`src/rtl/udp_rx_bank_ctrl_if.sv`:
```
// udp_rx_bank_ctrl_if: bundle of receiver, buffer-RAM and reader signals for the ping-pong bank controller
//   rx_wr, rx_data              receiver word strobe and data
//   buf_we, buf_adr, buf_din    registered packet buffer RAM write port, address {bank, word_index}
//   pkt_valid, pkt_bank, pkt_len offered bank towards the reader
//   pkt_done                    reader release pulse
//   busy, drop_cnt              status: burst in progress, saturating discarded-burst count
//   master modport drives the receiver/reader side, slave modport is the controller
interface udp_rx_bank_ctrl_if #(
    parameter int ADR_W = 11,
    parameter int DW    = 32
);
    logic             rx_wr;
    logic [DW-1:0]    rx_data;
    logic             buf_we;
    logic [ADR_W:0]   buf_adr;
    logic [DW-1:0]    buf_din;
    logic             pkt_valid;
    logic             pkt_bank;
    logic [ADR_W:0]   pkt_len;
    logic             pkt_done;
    logic             busy;
    logic [15:0]      drop_cnt;
    modport master (
        output rx_wr, rx_data, pkt_done,
        input  buf_we, buf_adr, buf_din, pkt_valid, pkt_bank, pkt_len, busy, drop_cnt
    );
    modport slave (
        input  rx_wr, rx_data, pkt_done,
        output buf_we, buf_adr, buf_din, pkt_valid, pkt_bank, pkt_len, busy, drop_cnt
    );
endinterface

```
`src/rtl/udp_rx_bank_ctrl.sv`:
```
// udp_rx_bank_ctrl: steers receiver bursts into two packet-buffer banks and hands full banks to the reader
//   clk    system clock, rising edge
//   rst_n  asynchronous active-low reset
//   bus    udp_rx_bank_ctrl_if.slave: rx_wr/rx_data in, buf_we/buf_adr/buf_din out,
//          pkt_valid/pkt_bank/pkt_len out, pkt_done in, busy/drop_cnt out
module udp_rx_bank_ctrl #(
    parameter int ADR_W = 11,
    parameter int DW    = 32
) (
    input logic               clk,
    input logic               rst_n,
    udp_rx_bank_ctrl_if.slave bus
);
    localparam logic [ADR_W:0] DEPTH = {1'b1, {ADR_W{1'b0}}};
    localparam logic [ADR_W:0] ONE   = {{ADR_W{1'b0}}, 1'b1};
    typedef enum logic [1:0] {IDLE, FILL, DROP} state_t;
    state_t         state, state_nx;
    logic           wr_bank, rd_bank;
    logic [1:0]     full, set_m, clr_m;
    logic [ADR_W:0] len [2];
    logic [ADR_W:0] wcnt, wcnt_nx, adr_nx;
    logic           we_nx, close, drop_inc, release_bank;
    always_comb begin
        state_nx = state;
        wcnt_nx  = wcnt;
        we_nx    = 1'b0;
        adr_nx   = bus.buf_adr;
        close    = 1'b0;
        drop_inc = 1'b0;
        case (state)
            IDLE: if (bus.rx_wr) begin
                if (!full[wr_bank]) begin
                    we_nx    = 1'b1;
                    adr_nx   = {wr_bank, {ADR_W{1'b0}}};
                    wcnt_nx  = ONE;
                    state_nx = FILL;
                end else begin
                    drop_inc = 1'b1;
                    state_nx = DROP;
                end
            end
            FILL: if (!bus.rx_wr) begin
                close    = 1'b1;
                state_nx = IDLE;
            end else if (wcnt < DEPTH) begin
                we_nx   = 1'b1;
                adr_nx  = {wr_bank, wcnt[ADR_W-1:0]};
                wcnt_nx = wcnt + ONE;
            end
            DROP:    state_nx = bus.rx_wr ? DROP : IDLE;
            default: state_nx = IDLE;
        endcase
    end
    // writer only closes an empty bank and reader only releases a full one, so the masks never collide
    assign release_bank = bus.pkt_done & full[rd_bank];
    assign set_m = {close & wr_bank, close & ~wr_bank};
    assign clr_m = {release_bank & rd_bank, release_bank & ~rd_bank};
    always_ff @(posedge clk or negedge rst_n) begin
        if (!rst_n) begin
            state        <= IDLE;
            wcnt         <= '0;
            wr_bank      <= 1'b0;
            rd_bank      <= 1'b0;
            full         <= 2'b00;
            len[0]       <= '0;
            len[1]       <= '0;
            bus.buf_we   <= 1'b0;
            bus.buf_adr  <= '0;
            bus.buf_din  <= '0;
            bus.drop_cnt <= '0;
        end else begin
            state      <= state_nx;
            wcnt       <= wcnt_nx;
            bus.buf_we <= we_nx;
            bus.buf_adr <= adr_nx;
            if (we_nx) bus.buf_din <= bus.rx_data;
            if (close) begin
                len[wr_bank] <= wcnt;
                wr_bank      <= ~wr_bank;
            end
            full <= (full | set_m) & ~clr_m;
            if (release_bank) rd_bank <= ~rd_bank;
            if (drop_inc && bus.drop_cnt != 16'hFFFF) bus.drop_cnt <= bus.drop_cnt + 16'd1;
        end
    end
    assign bus.pkt_valid = full[rd_bank];
    assign bus.pkt_bank  = rd_bank;
    assign bus.pkt_len   = len[rd_bank];
    assign bus.busy      = state != IDLE;
endmodule

```
`src/flat_wrapper.sv`:
```
// flat-port wrapper written by rule: the top's interface ports become plain ports
module udp_rx_bank_ctrl_flat 
#(
    parameter int ADR_W = 11,
    parameter int DW    = 32
)
  (clk, rst_n, bus_rx_wr, bus_rx_data, bus_pkt_done, bus_buf_we, bus_buf_adr, bus_buf_din, bus_pkt_valid, bus_pkt_bank, bus_pkt_len, bus_busy, bus_drop_cnt);
  udp_rx_bank_ctrl_if #(.ADR_W(ADR_W), .DW(DW)) bus_i ();
  input logic clk;
  input logic rst_n;
  input wire logic [$bits(bus_i.rx_wr)-1:0] bus_rx_wr;
  input wire logic [$bits(bus_i.rx_data)-1:0] bus_rx_data;
  input wire logic [$bits(bus_i.pkt_done)-1:0] bus_pkt_done;
  output wire logic [$bits(bus_i.buf_we)-1:0] bus_buf_we;
  output wire logic [$bits(bus_i.buf_adr)-1:0] bus_buf_adr;
  output wire logic [$bits(bus_i.buf_din)-1:0] bus_buf_din;
  output wire logic [$bits(bus_i.pkt_valid)-1:0] bus_pkt_valid;
  output wire logic [$bits(bus_i.pkt_bank)-1:0] bus_pkt_bank;
  output wire logic [$bits(bus_i.pkt_len)-1:0] bus_pkt_len;
  output wire logic [$bits(bus_i.busy)-1:0] bus_busy;
  output wire logic [$bits(bus_i.drop_cnt)-1:0] bus_drop_cnt;
  assign bus_i.rx_wr = bus_rx_wr;
  assign bus_i.rx_data = bus_rx_data;
  assign bus_i.pkt_done = bus_pkt_done;
  assign bus_buf_we = bus_i.buf_we;
  assign bus_buf_adr = bus_i.buf_adr;
  assign bus_buf_din = bus_i.buf_din;
  assign bus_pkt_valid = bus_i.pkt_valid;
  assign bus_pkt_bank = bus_i.pkt_bank;
  assign bus_pkt_len = bus_i.pkt_len;
  assign bus_busy = bus_i.busy;
  assign bus_drop_cnt = bus_i.drop_cnt;
  udp_rx_bank_ctrl #(.ADR_W(ADR_W), .DW(DW)) u_core (.clk(clk), .rst_n(rst_n), .bus(bus_i));
endmodule
```
`config.mk`:
```
export PLATFORM = sky130hd
export DESIGN_NAME = udp_rx_bank_ctrl_flat
export DESIGN_NICKNAME = d
export VERILOG_FILES = /design/src/rtl/udp_rx_bank_ctrl_if.sv /design/src/rtl/udp_rx_bank_ctrl.sv /design/src/flat_wrapper.sv
export SDC_FILE = /design/constraint.sdc
export NUM_CORES = 1
export LEC_CHECK = 0
export CAP_MARGIN = 20
export CORE_MARGIN = 5
export CORE_UTILIZATION = 45
export CTS_BUF_LIST = sky130_fd_sc_hd__clkbuf_16
export DETAILED_ROUTE_END_ITERATION = 8
export PLACE_DENSITY = 0.75
export SKIP_LAST_GASP = 1
export SYNTH_ARGS = -nofsm -noshare
export SYNTH_HDL_FRONTEND = slang
export SYNTH_SLANG_ARGS = --single-unit
export TNS_END_PERCENT = 100
```
`constraint.sdc`:
```
create_clock -name clk -period 3.7 [get_ports clk]
set_input_delay 0.555 -clock clk [delete_from_list [all_inputs] [get_ports clk]]
set_output_delay 0.555 -clock clk [all_outputs]
set_load 0.01 [all_outputs]
```
==> flow_summary.yaml <==
global_routing:
  groute.layer.met1.usage_pct: 22.60
  gr-usage-all-layers_pct: 17.88
  groute.layer.met2.usage_pct: 28.29
  grt_max_degree: 48
  first_global_vias: 3232
  grt_pass1_wl_mm: 16.36
  grt_peak_use_layer: "met2"
  met3_resource_use_gr_pct: 6.149
  overflow: 0
  antenna_found_initial: 0
layout:
  stdcell_count: 600
  nNetsFinal: 500
  diodes: 0
  post_route_cells_drive_above_1_share_pct: 20.99
  layout.cell_area.non_filler_um2: 5911
  fin_util_pct: 61.61
  flow.area_growth_from_synthesis_pct: 35.55
  fill_cells: 777
synthesis:
  postSynthRegisterBits: 103
  synth_async_sr_flop_share_pct: 100.0
  post_synth_main_area_contributors: "sky130_fd_sc_hd__dfrtp_1, sky130_fd_sc_hd__mux2_2, sky130_fd_sc_hd__nand2_1"
  synth.mux.area_fraction_pct: 19.17
  synth_common_cells: "sky130_fd_sc_hd__dfrtp_1, sky130_fd_sc_hd__mux2_2, sky130_fd_sc_hd__nand2_1"
  main_combinational_cell_family_by_area_after_synthesis: "multiplexers"
  synth_largest_area_cell: "sky130_fd_sc_hd__dfrtp_1"
  synthDistinctLibCells: 37
  syn-mean-instance-area_um2: 12.57
  simple_gate_share_of_the_synthesized_area_pct: 11.42
  yosys.area_share.adder_pct: 0.5739
  synthesis.area_um2: 4360
  synthesis.instances: 347
  sequential_cell_area_fraction_in_the_yosys_report_pct: 59.11
  synthFlopType: "sky130_fd_sc_hd__dfrtp_1"
  synth-compound-area-share_pct: 3.185
  post_synth_xor_area_fraction_pct: 4.419
  synth_fp_nets: 385
  yosysWarningCount: 0
  synth_enable_flop_cells: 0
  synth_top_area_share_pct: 59.11
  top_count_cell_post_synth: "sky130_fd_sc_hd__dfrtp_1"
route:
  routed_wirelength_normalized_by_instance_count_um: 16.09
  routed-via-count: 3020
  drt-total-wl_mm: 9.651
  route.detailed.vias_per_inst: 5.033
  initialDrtViolationCount: 143
  length_of_the_first_detailed_routing_pass_in_iterations: 4
  ant_nets: 0
  post_detailed_route_drc_marker_count: 0
timing:
  relSlewSlack_pct: 49.70
  setup_viol: 0
  period_needed_ns: 2.594
  timing.final.hold_violations: 0
  worst_slew_pin_slew_ns: 0.7534
  fin_setup_tns_ns: 0
  grt_setup_unrepaired: "no"
  fin_crit_sh_pct: 70.11
  fmaxAchievable_ghz: 0.3855
  report.final.slew_viol_count: 0
  setup_skew_after_layout_ns: 0.007765
run:
  max_cap_viol_count: 0
cts:
  clk_pin_slew_ns: 0.07
  cts_setup_buffers: 0
  tritoncts_clock_tree: "yes"
  ctsResizeCount: 0
  max-clock-path-buffers: 2
  cts-buffers-inserted: 9
  worst_skew_pair.late_latency_ns: 0.34
  cts.sinks: 103
  cts-htree-levels: 3
  holdBufCountCts: 0
  root_buffer: "sky130_fd_sc_hd__clkbuf_16"
worst_setup_path:
  cp_capture_type: "output pin"
  cp_data_required_time_ns: 3.14
  timing.critical_path.arrival_ns: 2.04
  critical_path_class: "register to output pin"
  worstPathMaxFanout: 18
  worst_path_max_delay_cell: "sky130_fd_sc_hd__dfrtp_1"
  r2r_slack_ns: 1.41
  slowest_delay_ns: 0.79
  crit_path_start_kind: "register"
  reg2regPathDepth: 5
  worstPathCellList: "mux2_2 > clkdlybuf4s50_1"
placed_design:
  placement.io_buffers: 111
  numPlacedInstances: 584
  gp_congestion: 0.7957
  placed_area_um2: 5622
  dp_hpwl_mm: 6.898
floorplanning:
  num_rows: 36
  die_area_um2: 11760
  die_height_um: 108.4
  floorplan.die.width_um: 108.4
  io_pins: 112
  start_util_pct: 45.45
  placeableCoreArea_um2: 9594
power_and_ir_drop:
  total_power_mw: 4.183
  combPwrFrac_pct: 37.3
  pwr-share-seq_pct: 40.5
  p_switching_mw: 1.325
  internal_power_mw: 2.858
  power.density_nw_per_um2: 707.8
  switching_share_pct: 31.68
  leakage_nw: 2.566
  ir_worst_vdd_mv: 0.3919
  clock_power_share_pct: 22.1
worst_hold_path:
  min-delay-path-class: "input port to asynchronous set/reset pin"
outcome:
  outcome: "completed"
## power by group through the flow
stage / registers [mW] / logic [mW] / clock network (mW)
after floorplan: 1.75 / 0.756 / 0
after global placement: 1.70 / 1.55 / 0
after detailed placement: 1.72 / 1.59 / 0
after CTS: 1.70 / 1.59 / 0.951
after global routing: 1.75 / 1.70 / 1.00
final: 1.70 / 1.56 / 0.926
## flip-flops by register name (all words and copies together), names as in the netlist
signal / count
u_core.bus.pkt_bank: 1
u_core.wcnt: 12
u_core.bus.drop_cnt: 16
u_core.len: 24
u_core.wr_bank: 1
u_core.full: 2
u_core.bus.buf_din: 32
u_core.bus.buf_we: 1
u_core.state: 2
u_core.bus.buf_adr: 12
## stage by stage
stage	hold WS, ns	setup WS (ns)
2_1_floorplan	0.2594	1.749
3_3_place_gp	0.4656	0.9010
3_5_place_dp	0.4722	0.8509
4_1_cts	0.1095	1.061
5_1_grt	0.1224	0.9871
6_report	0.1111	1.106
## cell type report
cell class                 count  area [um^2]  share of cell area (%)
inverter                       7        26.28                  0.4445
multi-input combinational    223         1690                   28.60
tap                          133        166.4                   2.815
clock buffer                   9        225.2                   3.810
timing repair buffer         118         1161                   19.64
sequential                   103         2577                   43.61
clock inverter                 7        63.81                   1.080
## worst paths after layout
path                                                         from                                  to
worst min register to register  u_core.bus.buf_adr[5]$_DFFE_PN0P_   u_core.bus.buf_adr[5]$_DFFE_PN0P_
max in group asynchronous                                   rst_n  u_core.bus.drop_cnt[3]$_DFFE_PN0P_
worst max register to register         u_core.wr_bank$_DFFE_PN0N_  u_core.bus.buf_din[14]$_DFFE_PN0P_
min in group clk                u_core.bus.buf_adr[5]$_DFFE_PN0P_   u_core.bus.buf_adr[5]$_DFFE_PN0P_
worst max-delay path              u_core.bus.pkt_bank$_DFFE_PN0P_                       bus_pkt_valid
worst min-delay path                                        rst_n   u_core.bus.buf_adr[7]$_DFFE_PN0P_
## critical path, delay by kind of cell, from the launching register on
family | cells | cell delay [ns]
buffers and inverters | 1 | 0.50
flip-flops | 1 | 0.79
multiplexers | 1 | 0.42
## routing by layer
| layer | wire [um] | part of all wire, % |
|---|---|---|
| met1 | 4080 | 42 |
| met2 | 4675 | 48 |
| met3 | 741 | 7.7 |
| met4 | 153 | 1.6 |
| met5 | 0 | 0 |
## cell families (layout without fill, tap and decap cells)
logic type | after synthesis | after routing
AO/OA/AOI/OAI | 25 | 25
XOR/XNOR | 22 | 22
adder cells (fa/ha/maj) | 2 | 2
buffers and inverters | 21 | 141
flip-flops | 103 | 103
multiplexers | 73 | 73
AND/OR/NAND/NOR | 101 | 101
## placed cells by master, fill, tap and decap left out, types with 2 or more instances in the layout
master,instances
sky130_fd_sc_hd__clkdlybuf4s50_1,110
sky130_fd_sc_hd__dfrtp_1,103
sky130_fd_sc_hd__mux2_2,70
sky130_fd_sc_hd__nand2_1,34
sky130_fd_sc_hd__nor2_1,16
sky130_fd_sc_hd__xor2_1,13
sky130_fd_sc_hd__o21ai_0,12
sky130_fd_sc_hd__nand4_1,12
sky130_fd_sc_hd__nand3_1,9
sky130_fd_sc_hd__xnor2_1,9
sky130_fd_sc_hd__clkbuf_16,9
sky130_fd_sc_hd__buf_4,8
sky130_fd_sc_hd__inv_1,7
sky130_fd_sc_hd__a21oi_1,6
sky130_fd_sc_hd__nand2b_1,5
sky130_fd_sc_hd__nor3_1,5
sky130_fd_sc_hd__and3_1,4
sky130_fd_sc_hd__a31oi_1,3
sky130_fd_sc_hd__nor2b_1,3
sky130_fd_sc_hd__or3_1,3
sky130_fd_sc_hd__nor4_1,3
sky130_fd_sc_hd__o31ai_1,2
sky130_fd_sc_hd__ha_1,2
sky130_fd_sc_hd__clkinv_2,2
Power figures use the tool's default switching activity.
